`config.mk`:
```
export PLATFORM = sky130hd
export DESIGN_NAME = bus_rr_arbiter_flat
export DESIGN_NICKNAME = d
export VERILOG_FILES = /design/src/rtl/bus_rr_arbiter_pkg.sv /design/src/rtl/bus_rr_arbiter_if.sv /design/src/rtl/bus_rr_arbiter_mux.sv /design/src/rtl/bus_rr_arbiter.sv /design/src/flat_wrapper.sv
export SDC_FILE = /design/constraint.sdc
export NUM_CORES = 1
export LEC_CHECK = 0
export ABC_AREA = 1
export CORE_MARGIN = 3
export CORE_UTILIZATION = 36
export DETAILED_ROUTE_END_ITERATION = 12
export PLACE_DENSITY = 0.95
export SYNTH_ARGS = -nofsm -noshare
export SYNTH_HDL_FRONTEND = slang
export SYNTH_SLANG_ARGS = --single-unit
export TNS_END_PERCENT = 1
```
`constraint.sdc`:
```
create_clock -name clk -period 5.6 [get_ports clk]
set_input_delay 1.68 -clock clk [delete_from_list [all_inputs] [get_ports clk]]
set_output_delay 1.68 -clock clk [all_outputs]
set_load 0.005 [all_outputs]
```
`src/rtl/bus_rr_arbiter_pkg.sv`:
```
// ---------------------------------------------------------------------------
// bus_rr_arbiter_pkg
// Purpose : Definitions shared by the two-core gpiomem arbiter, its mux and
//           the bus interface. It holds the arbiter state encoding, the
//           read/write direction values and the default bus widths.
// Ports   : none (package)
// ---------------------------------------------------------------------------
package bus_rr_arbiter_pkg;

    typedef enum logic [1:0] {
        IDLE    = 2'd0,
        OWN0    = 2'd1,
        OWN1    = 2'd2,
        HANDOFF = 2'd3
    } arb_state_e;

    localparam logic RW_WRITE = 1'b1;
    localparam logic RW_READ  = 1'b0;

    // Default widths of the gpiomem port, also used by the cores and gpiomem.
    localparam int BUS_ADDR_W = 9;
    localparam int BUS_DATA_W = 8;

endpackage

```
`src/rtl/bus_rr_arbiter_if.sv`:
```
// ---------------------------------------------------------------------------
// bus_rr_arbiter_if
// Purpose : Groups the signals that pass between core0, core1, the arbiter
//           and gpiomem into one bundle.
// Ports   : core0_* / core1_* : request, grant, address, data_in, data_out, rw
//           RAM_*             : address, data_in, data_out toward gpiomem
//           rw                : gpiomem direction (1 = write)
//           bus_busy, owner   : arbiter status
// Modports: master - the core/memory side, which drives the requests and the
//                    read data
//           slave  - the arbiter, which drives the grants and the memory port
// ---------------------------------------------------------------------------
interface bus_rr_arbiter_if
    import bus_rr_arbiter_pkg::*;
#(
    parameter int ADDR_W = BUS_ADDR_W,
    parameter int DATA_W = BUS_DATA_W
);
    logic              core0_request;
    logic              core0_grant;
    logic [ADDR_W-1:0] core0_address;
    logic [DATA_W-1:0] core0_data_in;
    logic [DATA_W-1:0] core0_data_out;
    logic              core0_rw;

    logic              core1_request;
    logic              core1_grant;
    logic [ADDR_W-1:0] core1_address;
    logic [DATA_W-1:0] core1_data_in;
    logic [DATA_W-1:0] core1_data_out;
    logic              core1_rw;

    logic [ADDR_W-1:0] RAM_address;
    logic [DATA_W-1:0] RAM_data_in;
    logic [DATA_W-1:0] RAM_data_out;
    logic              rw;

    logic              bus_busy;
    logic              owner;

    modport master (
        output core0_request, core0_address, core0_data_in, core0_rw,
        output core1_request, core1_address, core1_data_in, core1_rw,
        output RAM_data_out,
        input  core0_grant, core0_data_out, core1_grant, core1_data_out,
        input  RAM_address, RAM_data_in, rw, bus_busy, owner
    );

    modport slave (
        input  core0_request, core0_address, core0_data_in, core0_rw,
        input  core1_request, core1_address, core1_data_in, core1_rw,
        input  RAM_data_out,
        output core0_grant, core0_data_out, core1_grant, core1_data_out,
        output RAM_address, RAM_data_in, rw, bus_busy, owner
    );

endinterface

```
`src/rtl/bus_rr_arbiter_mux.sv`:
```
// ---------------------------------------------------------------------------
// bus_rr_arbiter_mux
// Purpose : Purely combinational datapath of the arbiter. It forwards the
//           granted core's address, write data and direction to gpiomem, and
//           it steers the gpiomem read data back to the granted core only.
// Ports   : grant0/grant1       - registered grants from the arbiter FSM
//           write_enable        - low forces rw to read (used while in reset)
//           core0_*/core1_*     - per-core address, data_in, rw, data_out
//           ram_*/rw            - gpiomem side
// ---------------------------------------------------------------------------
module bus_rr_arbiter_mux
    import bus_rr_arbiter_pkg::*;
#(
    parameter int ADDR_W = BUS_ADDR_W,
    parameter int DATA_W = BUS_DATA_W
) (
    input  logic              grant0,
    input  logic              grant1,
    input  logic              write_enable,
    input  logic [ADDR_W-1:0] core0_address,
    input  logic [DATA_W-1:0] core0_data_in,
    input  logic              core0_rw,
    output logic [DATA_W-1:0] core0_data_out,
    input  logic [ADDR_W-1:0] core1_address,
    input  logic [DATA_W-1:0] core1_data_in,
    input  logic              core1_rw,
    output logic [DATA_W-1:0] core1_data_out,
    output logic [ADDR_W-1:0] ram_address,
    output logic [DATA_W-1:0] ram_data_in,
    input  logic [DATA_W-1:0] ram_data_out,
    output logic              rw
);

    // With no owner the memory port idles at zero in read mode, so a core
    // that asserts rw without holding a grant can never cause a write.
    always_comb begin
        ram_address    = '0;
        ram_data_in    = '0;
        rw             = RW_READ;
        core0_data_out = '0;
        core1_data_out = '0;
        if (grant0) begin
            ram_address    = core0_address;
            ram_data_in    = core0_data_in;
            rw             = core0_rw & write_enable;
            core0_data_out = ram_data_out;
        end else if (grant1) begin
            ram_address    = core1_address;
            ram_data_in    = core1_data_in;
            rw             = core1_rw & write_enable;
            core1_data_out = ram_data_out;
        end
    end

endmodule

```
`src/rtl/bus_rr_arbiter.sv`:
```
// ---------------------------------------------------------------------------
// bus_rr_arbiter
// Purpose : Two-master round-robin arbiter between core0/core1 and the
//           single-port gpiomem. It gives grants with a bounded tenure and
//           inserts one dead cycle on every change of ownership.
// Ports   : clk   - core clock, rising edge
//           reset - synchronous, active low
//           bus   - bus_rr_arbiter_if.slave (core request/grant/data, gpiomem
//                   port, bus_busy, owner)
// Params  : MAX_HOLD - maximum consecutive granted cycles while the other core
//                      waits (0 = unlimited)
//           ADDR_W / DATA_W - bus widths
// ---------------------------------------------------------------------------
module bus_rr_arbiter
    import bus_rr_arbiter_pkg::*;
#(
    parameter int MAX_HOLD = 16,
    parameter int ADDR_W   = BUS_ADDR_W,
    parameter int DATA_W   = BUS_DATA_W
) (
    input  logic            clk,
    input  logic            reset,
    bus_rr_arbiter_if.slave bus
);

    localparam int CNT_W = (MAX_HOLD < 1) ? 1 : $clog2(MAX_HOLD + 1);
    localparam bit HOLD_LIMITED = (MAX_HOLD != 0);
    localparam logic [CNT_W-1:0] HOLD_LAST = CNT_W'((MAX_HOLD > 0) ? MAX_HOLD - 1 : 0);
    localparam logic [CNT_W-1:0] HOLD_SAT  = '1;

    arb_state_e       state;
    arb_state_e       next_state;
    logic             last_owner;
    logic [CNT_W-1:0] hold_cnt;
    logic             grant0;
    logic             grant1;
    logic             req0;
    logic             req1;

    assign req0 = bus.core0_request;
    assign req1 = bus.core1_request;

    // Next-state decision. In OWNx a dropped request has priority over a
    // forced release. A forced release happens on the owner's last allowed
    // cycle, and only when the other core is actually waiting.
    always_comb begin
        next_state = state;
        case (state)
            IDLE: begin
                if (req0 && req1)
                    next_state = last_owner ? OWN0 : OWN1;
                else if (req0)
                    next_state = OWN0;
                else if (req1)
                    next_state = OWN1;
            end
            OWN0: begin
                if (!req0)
                    next_state = req1 ? HANDOFF : IDLE;
                else if (HOLD_LIMITED && req1 && hold_cnt == HOLD_LAST)
                    next_state = HANDOFF;
            end
            OWN1: begin
                if (!req1)
                    next_state = req0 ? HANDOFF : IDLE;
                else if (HOLD_LIMITED && req0 && hold_cnt == HOLD_LAST)
                    next_state = HANDOFF;
            end
            HANDOFF: begin
                if (last_owner ? req0 : req1)
                    next_state = last_owner ? OWN0 : OWN1;
                else if (last_owner ? req1 : req0)
                    next_state = last_owner ? OWN1 : OWN0;
                else
                    next_state = IDLE;
            end
            default: next_state = IDLE;
        endcase
    end

    // The grants are registered from the next state, so they always match
    // the state register. The hold counter restarts on every state change and
    // counts up while the same core stays in ownership.
    always_ff @(posedge clk) begin
        if (!reset) begin
            state      <= IDLE;
            last_owner <= 1'b1;
            hold_cnt   <= '0;
            grant0     <= 1'b0;
            grant1     <= 1'b0;
        end else begin
            state  <= next_state;
            grant0 <= (next_state == OWN0);
            grant1 <= (next_state == OWN1);
            if (next_state == OWN0)
                last_owner <= 1'b0;
            else if (next_state == OWN1)
                last_owner <= 1'b1;
            if (next_state != state)
                hold_cnt <= '0;
            else if ((state == OWN0 || state == OWN1) && hold_cnt != HOLD_SAT)
                hold_cnt <= hold_cnt + 1'b1;
        end
    end

    assign bus.core0_grant = grant0;
    assign bus.core1_grant = grant1;
    assign bus.bus_busy    = grant0 | grant1;
    assign bus.owner       = last_owner;

    // write_enable is tied to reset, so no write reaches gpiomem in a cycle
    // where reset is asserted, even before the grant drops at the edge.
    bus_rr_arbiter_mux #(
        .ADDR_W (ADDR_W),
        .DATA_W (DATA_W)
    ) u_mux (
        .grant0         (grant0),
        .grant1         (grant1),
        .write_enable   (reset),
        .core0_address  (bus.core0_address),
        .core0_data_in  (bus.core0_data_in),
        .core0_rw       (bus.core0_rw),
        .core0_data_out (bus.core0_data_out),
        .core1_address  (bus.core1_address),
        .core1_data_in  (bus.core1_data_in),
        .core1_rw       (bus.core1_rw),
        .core1_data_out (bus.core1_data_out),
        .ram_address    (bus.RAM_address),
        .ram_data_in    (bus.RAM_data_in),
        .ram_data_out   (bus.RAM_data_out),
        .rw             (bus.rw)
    );

endmodule

```
`src/flat_wrapper.sv`:
```
// flat-port wrapper written by rule: the top's interface ports become plain ports
module bus_rr_arbiter_flat import bus_rr_arbiter_pkg::*;
#(
    parameter int MAX_HOLD = 16,
    parameter int ADDR_W   = BUS_ADDR_W,
    parameter int DATA_W   = BUS_DATA_W
)
  (clk, reset, bus_core0_request, bus_core0_address, bus_core0_data_in, bus_core0_rw, bus_core1_request, bus_core1_address, bus_core1_data_in, bus_core1_rw, bus_RAM_data_out, bus_core0_grant, bus_core0_data_out, bus_core1_grant, bus_core1_data_out, bus_RAM_address, bus_RAM_data_in, bus_rw, bus_bus_busy, bus_owner);
  bus_rr_arbiter_if #(.ADDR_W(ADDR_W), .DATA_W(DATA_W)) bus_i ();
  input  logic clk;
  input  logic reset;
  input wire logic [$bits(bus_i.core0_request)-1:0] bus_core0_request;
  input wire logic [$bits(bus_i.core0_address)-1:0] bus_core0_address;
  input wire logic [$bits(bus_i.core0_data_in)-1:0] bus_core0_data_in;
  input wire logic [$bits(bus_i.core0_rw)-1:0] bus_core0_rw;
  input wire logic [$bits(bus_i.core1_request)-1:0] bus_core1_request;
  input wire logic [$bits(bus_i.core1_address)-1:0] bus_core1_address;
  input wire logic [$bits(bus_i.core1_data_in)-1:0] bus_core1_data_in;
  input wire logic [$bits(bus_i.core1_rw)-1:0] bus_core1_rw;
  input wire logic [$bits(bus_i.RAM_data_out)-1:0] bus_RAM_data_out;
  output wire logic [$bits(bus_i.core0_grant)-1:0] bus_core0_grant;
  output wire logic [$bits(bus_i.core0_data_out)-1:0] bus_core0_data_out;
  output wire logic [$bits(bus_i.core1_grant)-1:0] bus_core1_grant;
  output wire logic [$bits(bus_i.core1_data_out)-1:0] bus_core1_data_out;
  output wire logic [$bits(bus_i.RAM_address)-1:0] bus_RAM_address;
  output wire logic [$bits(bus_i.RAM_data_in)-1:0] bus_RAM_data_in;
  output wire logic [$bits(bus_i.rw)-1:0] bus_rw;
  output wire logic [$bits(bus_i.bus_busy)-1:0] bus_bus_busy;
  output wire logic [$bits(bus_i.owner)-1:0] bus_owner;
  assign bus_i.core0_request = bus_core0_request;
  assign bus_i.core0_address = bus_core0_address;
  assign bus_i.core0_data_in = bus_core0_data_in;
  assign bus_i.core0_rw = bus_core0_rw;
  assign bus_i.core1_request = bus_core1_request;
  assign bus_i.core1_address = bus_core1_address;
  assign bus_i.core1_data_in = bus_core1_data_in;
  assign bus_i.core1_rw = bus_core1_rw;
  assign bus_i.RAM_data_out = bus_RAM_data_out;
  assign bus_core0_grant = bus_i.core0_grant;
  assign bus_core0_data_out = bus_i.core0_data_out;
  assign bus_core1_grant = bus_i.core1_grant;
  assign bus_core1_data_out = bus_i.core1_data_out;
  assign bus_RAM_address = bus_i.RAM_address;
  assign bus_RAM_data_in = bus_i.RAM_data_in;
  assign bus_rw = bus_i.rw;
  assign bus_bus_busy = bus_i.bus_busy;
  assign bus_owner = bus_i.owner;
  bus_rr_arbiter #(.MAX_HOLD(MAX_HOLD), .ADDR_W(ADDR_W), .DATA_W(DATA_W)) u_core (.clk(clk), .reset(reset), .bus(bus_i));
endmodule
```
After elaboration in Yosys (flattened, before gate mapping)
Index checks and enable logic that the tools add are counted.

Bits in registers: 10.

Bitwise gates (word level): 4. Multiplexer cells: 27. Reductions and logical operators: 8. Add/subtract/negate cells: 1. Equal/unequal tests: 8.

Operators by type and width (number): two-way mux 8 bit (5); two-way mux 2 bit (13); two-way mux 9 bit (2); one-hot mux 2 bit (4 select lines) (1); equality test 2 bit (second input constant) (3); two-way mux 1 bit (6); adder 5 x 1 -> 5 bit (second input constant) (1); equality test 5 x 4 -> 1 bit (second input constant) (1); inequality test 5 bit (second input constant) (1); equality test 2 x 1 -> 1 bit (second input constant) (2); logical AND 1 bit (4); bitwise AND 1 bit (2); logical NOT 2 bit (1); inequality test 2 bit (1); nonzero test 2 bit (1); OR reduction 2 bit (1); logical OR 1 bit (1); inverter 1 bit (1); OR 1 bit (1).

Logic depth before layout (Yosys ltp)
Depth in word-level cells: 8. Gate-level depth with buffers: 12. Gate-level depth less buffers: 12.

Modules after synthesis
A second synthesis with hierarchy kept.

Cells, all modules: 193. Area total of the unflattened synthesis: 1189.9 um^2.

By module, submodules not included: bus_rr_arbiter (area an instance 688.2 um^2, cells each 96, times used 1); bus_rr_arbiter_mux (area an instance 501.7 um^2, cells each 97, times used 1).

Worst setup path after synthesis
Ideal clock, no wire load.

Path kind: input to output. From: input bus_core0_rw. To: output bus_rw. Data arrival time: 1875 ps. Cell stages on the path: 2. Buffers on the path: 0. Setup slack: 2045 ps. Required time: 3920 ps. Path through: o21ai_0 > nor2_1.

Longest elaborated chain between the ends: 2.

RTL lines: start, declared (RTL line flat_wrapper.sv:15) `input wire logic [$bits(bus_i.core0_rw)-1:0] bus_core0_rw;`; bitwise AND 1 bit (RTL line bus_rr_arbiter_mux.sv:45) `rw = core0_rw & write_enable;`; two-way mux 1 bit (RTL line bus_rr_arbiter_mux.sv:42) `if (grant0) begin`; end, declared (RTL line flat_wrapper.sv:27) `output wire logic [$bits(bus_i.rw)-1:0] bus_rw;`.

No other way between the ends.

Worst setup path after layout
From: input reset. To: output bus_rw.

Longest elaborated chain between the ends: 3. Elaborated cells on any way between the ends: 4.

RTL lines: start, declared (RTL line flat_wrapper.sv:11) `input logic reset;`; bitwise AND 1 bit (RTL line bus_rr_arbiter_mux.sv:50) `rw = core1_rw & write_enable;`; two-way mux 1 bit (RTL line bus_rr_arbiter_mux.sv:47) `end else if (grant1) begin`; two-way mux 1 bit * (RTL line bus_rr_arbiter_mux.sv:42).

Mark *: on every way between the ends. The rest lies on a longest branch, timed or not.

==> implementation parameters <==
Parameter                              Value

Status
  Result of the run    finished clean

Yosys
  Syn Std Cell Area    0.00109 mm2
  Number of nets produced by synthesis    between 200 and 300
  Share of synthesized area occupied by flip-flops and latches    0.184
  Proportion of synthesized area in mux cells    0
  Synth Area in Compound Gates    0.0565
  Number of storage elements in the synthesis netlist    10
  Post-synthesis cell type count    21
  Count of synthesis-stage warnings from yosys    0
  Fraction of synthesized cell area in xor and xnor cells    0.0242
  Synth Area in Adders    0.104
  Combinational family with the most area after synthesis    simple AND/OR/NAND/NOR gates
  Mean Syn Cell Area    5.63 um2
  Cell count after synthesis    193
  Post-synthesis share of cell area spent on and, or, nand and nor gates    0.509

Drt
  Number of design rule violations left after detail routing    0
  Violation count after the first detailed-routing iteration    63
  Drt first pass iters    4
  Total Wirelength    between 3000 and 4000 um
  Final antenna-violating net count    0
  Detailed-route vias per instance    4.77
  Routed length per placed instance    12.0 um
  Via count    1450

Clock network
  Cell chosen for the clock root    sky130_fd_sc_hd__clkbuf_4
  Bufs on Longest Clock Path    2
  Post-CTS setup repair buffer count    0
  Cts-stage hold buffer count    0
  Clock latency of the later-clocked register in the worst-skew pair    250 ps
  # H-tree levels    1
  Total clock sinks    10
  TritonCTS Buffers    3
  # resized after CTS    0
  TritonCTS clock tree    yes
  Clock transition time at the flip-flop clock pins of the worst setup and hold paths    approximately 50 ps

Timing
  Maximum frequency from static timing analysis    about 220 MHz
  Sum Neg Setup Slack    0 ps
  RSZ-0062 raised after global routing    no
  Number of slew-limit violations in the final report    0
  Relative slew slack    0.404
  Hold violation count in the final report    0
  Setup skew after layout    3.27 ps
  Part of the cycle the worst path needs    0.828
  Final number of setup-violating endpoints    0
  Pin slew with the least headroom to its limit    between 800 and 900 ps
  Shortest clock period the worst path allows after layout    4640 ps
  Worst slack on hold paths    548 ps

Critical path
  Arrival time of data at the critical path endpoint    about 3000 ps
  Startpoint kind of the worst setup timing path    primary input
  Critical-path top delay cell    sky130_fd_sc_hd__clkdlybuf4s50_1
  Maximum single-stage delay on the critical path    540 ps
  Worst path bufs/invs    2
  Largest fanout of any net on the critical path    5
  Largest delay contributor family on the critical path    buffers and inverters
  Worst reg2reg path startpoint    u_core.hold_cnt[0]$_SDFFE_PP0P_
  Critical Path Sink Type    output pin
  Required time worst endpoint    ~3900 ps
  Critical path cell sequence    clkdlybuf4s50_1 -> o21ai_0 -> nor2_1 -> clkdlybuf4s50_1
  Launch point of the critical path    reset
  Worst setup path category    primary input to output pin
  Top cell by count, worst path    sky130_fd_sc_hd__clkdlybuf4s50_1

Floorplan
  DIE WIDTH    60.9 um
  Die Y    approximately 61 um
  Effective utilization at floorplan    0.387
  Standard-cell row count    19
  Total Die Area    0.00371 mm2
  Core footprint    0.00281 mm2
  IO Pins    86

Power
  Total power    705 uW
  Power per Cell Area    358 mW/mm2
  NetSw    about 320 uW
  Sequential power share    0.182
  Leak    approximately 0.00097 uW
  Clock power frac    0.063
  Switching Fraction    0.459
  Internal Pwr Total    381 uW
  IR Drop Worst-Case VDD    0.336 mV
  Comb power frac    0.755

Cells and area
  Fraction of layout cells with a size suffix above 1    0.0769
  Area added between synthesis and finish    81.5%
  Antenna diode count    0
  Final layout net count    332

Place
  Post-detail-place hpwl    between 3000 and 4000 um
  Placer congestion estimate    between 0.8 and 0.9
  Port Buffer Count    85

GRT
  Total gr overflow    0
  Via count of the first global-routing pass    1223
  Largest net degree at the start of global routing    37
  Global-route wire length before repair    5330 um
  Combined global-route utilization of all metal layers    0.185
  Antenna violations before repair    0

Run
  Max_cap viols    0

Hold path
  Hold path start    u_core.hold_cnt[3]$_SDFFE_PP0P_
  Hold/Removal Path Class    flip-flop to flip-flop
registers in the layout, indices dropped and copies added (netlist names):
register and count:
u_core.bus.owner 1, u_core.hold_cnt 5, u_core.bus.core1_grant 1, u_core.state 2, u_core.bus.core0_grant 1
cell families (layout without fill, tap and decap cells):
logic type | Yosys count | count (layout)
fa+ha+maj | 9 | 9
buf+inv | 35 | 115
compound gates | 10 | 10
xor+xnor | 3 | 3
flops | 10 | 10
simple gates | 126 | 126
worst register-to-register path: stages, from the launching register on:
cell and delay [ps]:
sky130_fd_sc_hd__dfxtp_1 330, sky130_fd_sc_hd__ha_1 210, sky130_fd_sc_hd__and3_1 200, sky130_fd_sc_hd__ha_1 220, sky130_fd_sc_hd__nand2_1 90, sky130_fd_sc_hd__nand3_1 70, sky130_fd_sc_hd__nand2_1 70, sky130_fd_sc_hd__nand3_1 120
sky130_fd_sc_hd__nand2_1 140, sky130_fd_sc_hd__inv_1 60, sky130_fd_sc_hd__ha_1 310, sky130_fd_sc_hd__a21oi_1 170, sky130_fd_sc_hd__o21ai_0 100
metrics by stage:
| step | std cells | util | instance area (um2) | setup slack (ps) |
|---|---|---|---|---|
| 6_report | 304 | 0.702 | 1970 | 964 |
| 3_3_place_gp | 301 | 0.694 | 1950 | 956 |
| 4_1_cts | 304 | 0.702 | 1970 | 956 |
| 3_5_place_dp | 301 | 0.694 | 1950 | 956 |
| 2_1_floorplan | 193 | - | 1090 | 2040 |
| 5_1_grt | 304 | 0.702 | 1970 | 886 |
cells in the final DEF (no fill, tap or decap), drive strengths merged, types with 2 or more instances in the layout:
master	synthesis	final
nor2	21	21
clkdlybuf4s50	0	85
inv	25	25
ha	9	9
a21oi	5	5
clkbuf	8	3
nand4	2	2
o21ai	5	5
or2	2	2
dfxtp	10	10
nand2	76	76
nand3	24	24
xor2	3	3
power groups by stage:
stage | clock network [uW] | logic (uW) | registers (uW)
after global routing | 49.8 | 589 | 134
after global placement | 0 | 513 | 131
final | 44.2 | 532 | 128
after CTS | 46.2 | 535 | 129
after floorplan | 0 | 321 | 106
after detailed placement | 0 | 531 | 131
final cells by class:
| type | count | area, um2 |
|---|---|---|
| clock buffer | 3 | 22.5 |
| fill | 247 | 835 |
| inverter | 26 | 97.6 |
| multi-input combinational | 148 | 753 |
| sequential | 10 | 200 |
| tap | 31 | 38.8 |
| timing repair buffer | 86 | 858 |
synth_stat cells, drive strengths merged:
cell type   n  area share
a21oi       5       0.023
and3        1      0.0058
buf         1      0.0046
clkbuf      8       0.028
clkinv      1      0.0035
dfxtp      10        0.18
ha          9        0.10
inv        25       0.086
nand2      76        0.28
nand3      24        0.11
nand4       2       0.012
nor2       21       0.086
o21ai       5       0.033
or2         2       0.012
xor2        3       0.024
layer usage:
| metal | GRT usage | vias to the layer above | wire length, um |
|---|---|---|---|
| li1 | - | 754 | - |
| met1 | 0.206 | 639 | 1360 |
| met2 | 0.354 | 51 | 1990 |
| met3 | 0.0404 | 6 | 236 |
| met4 | 0.0433 | 0 | 48 |
| met5 | 0 | - | 0 |
path summary, 6_finish.rpt:
check                                                       end  slack (ps)  cells past startpoint
worst max-delay path                                     bus_rw         960                      4
worst min-delay path            u_core.hold_cnt[3]$_SDFFE_PP0P_         550                      2
worst max register to register    u_core.bus.owner$_SDFFE_PN1P_        3400                     12
worst min register to register  u_core.hold_cnt[3]$_SDFFE_PP0P_         550                      2
Power figures use the tool's default switching activity.
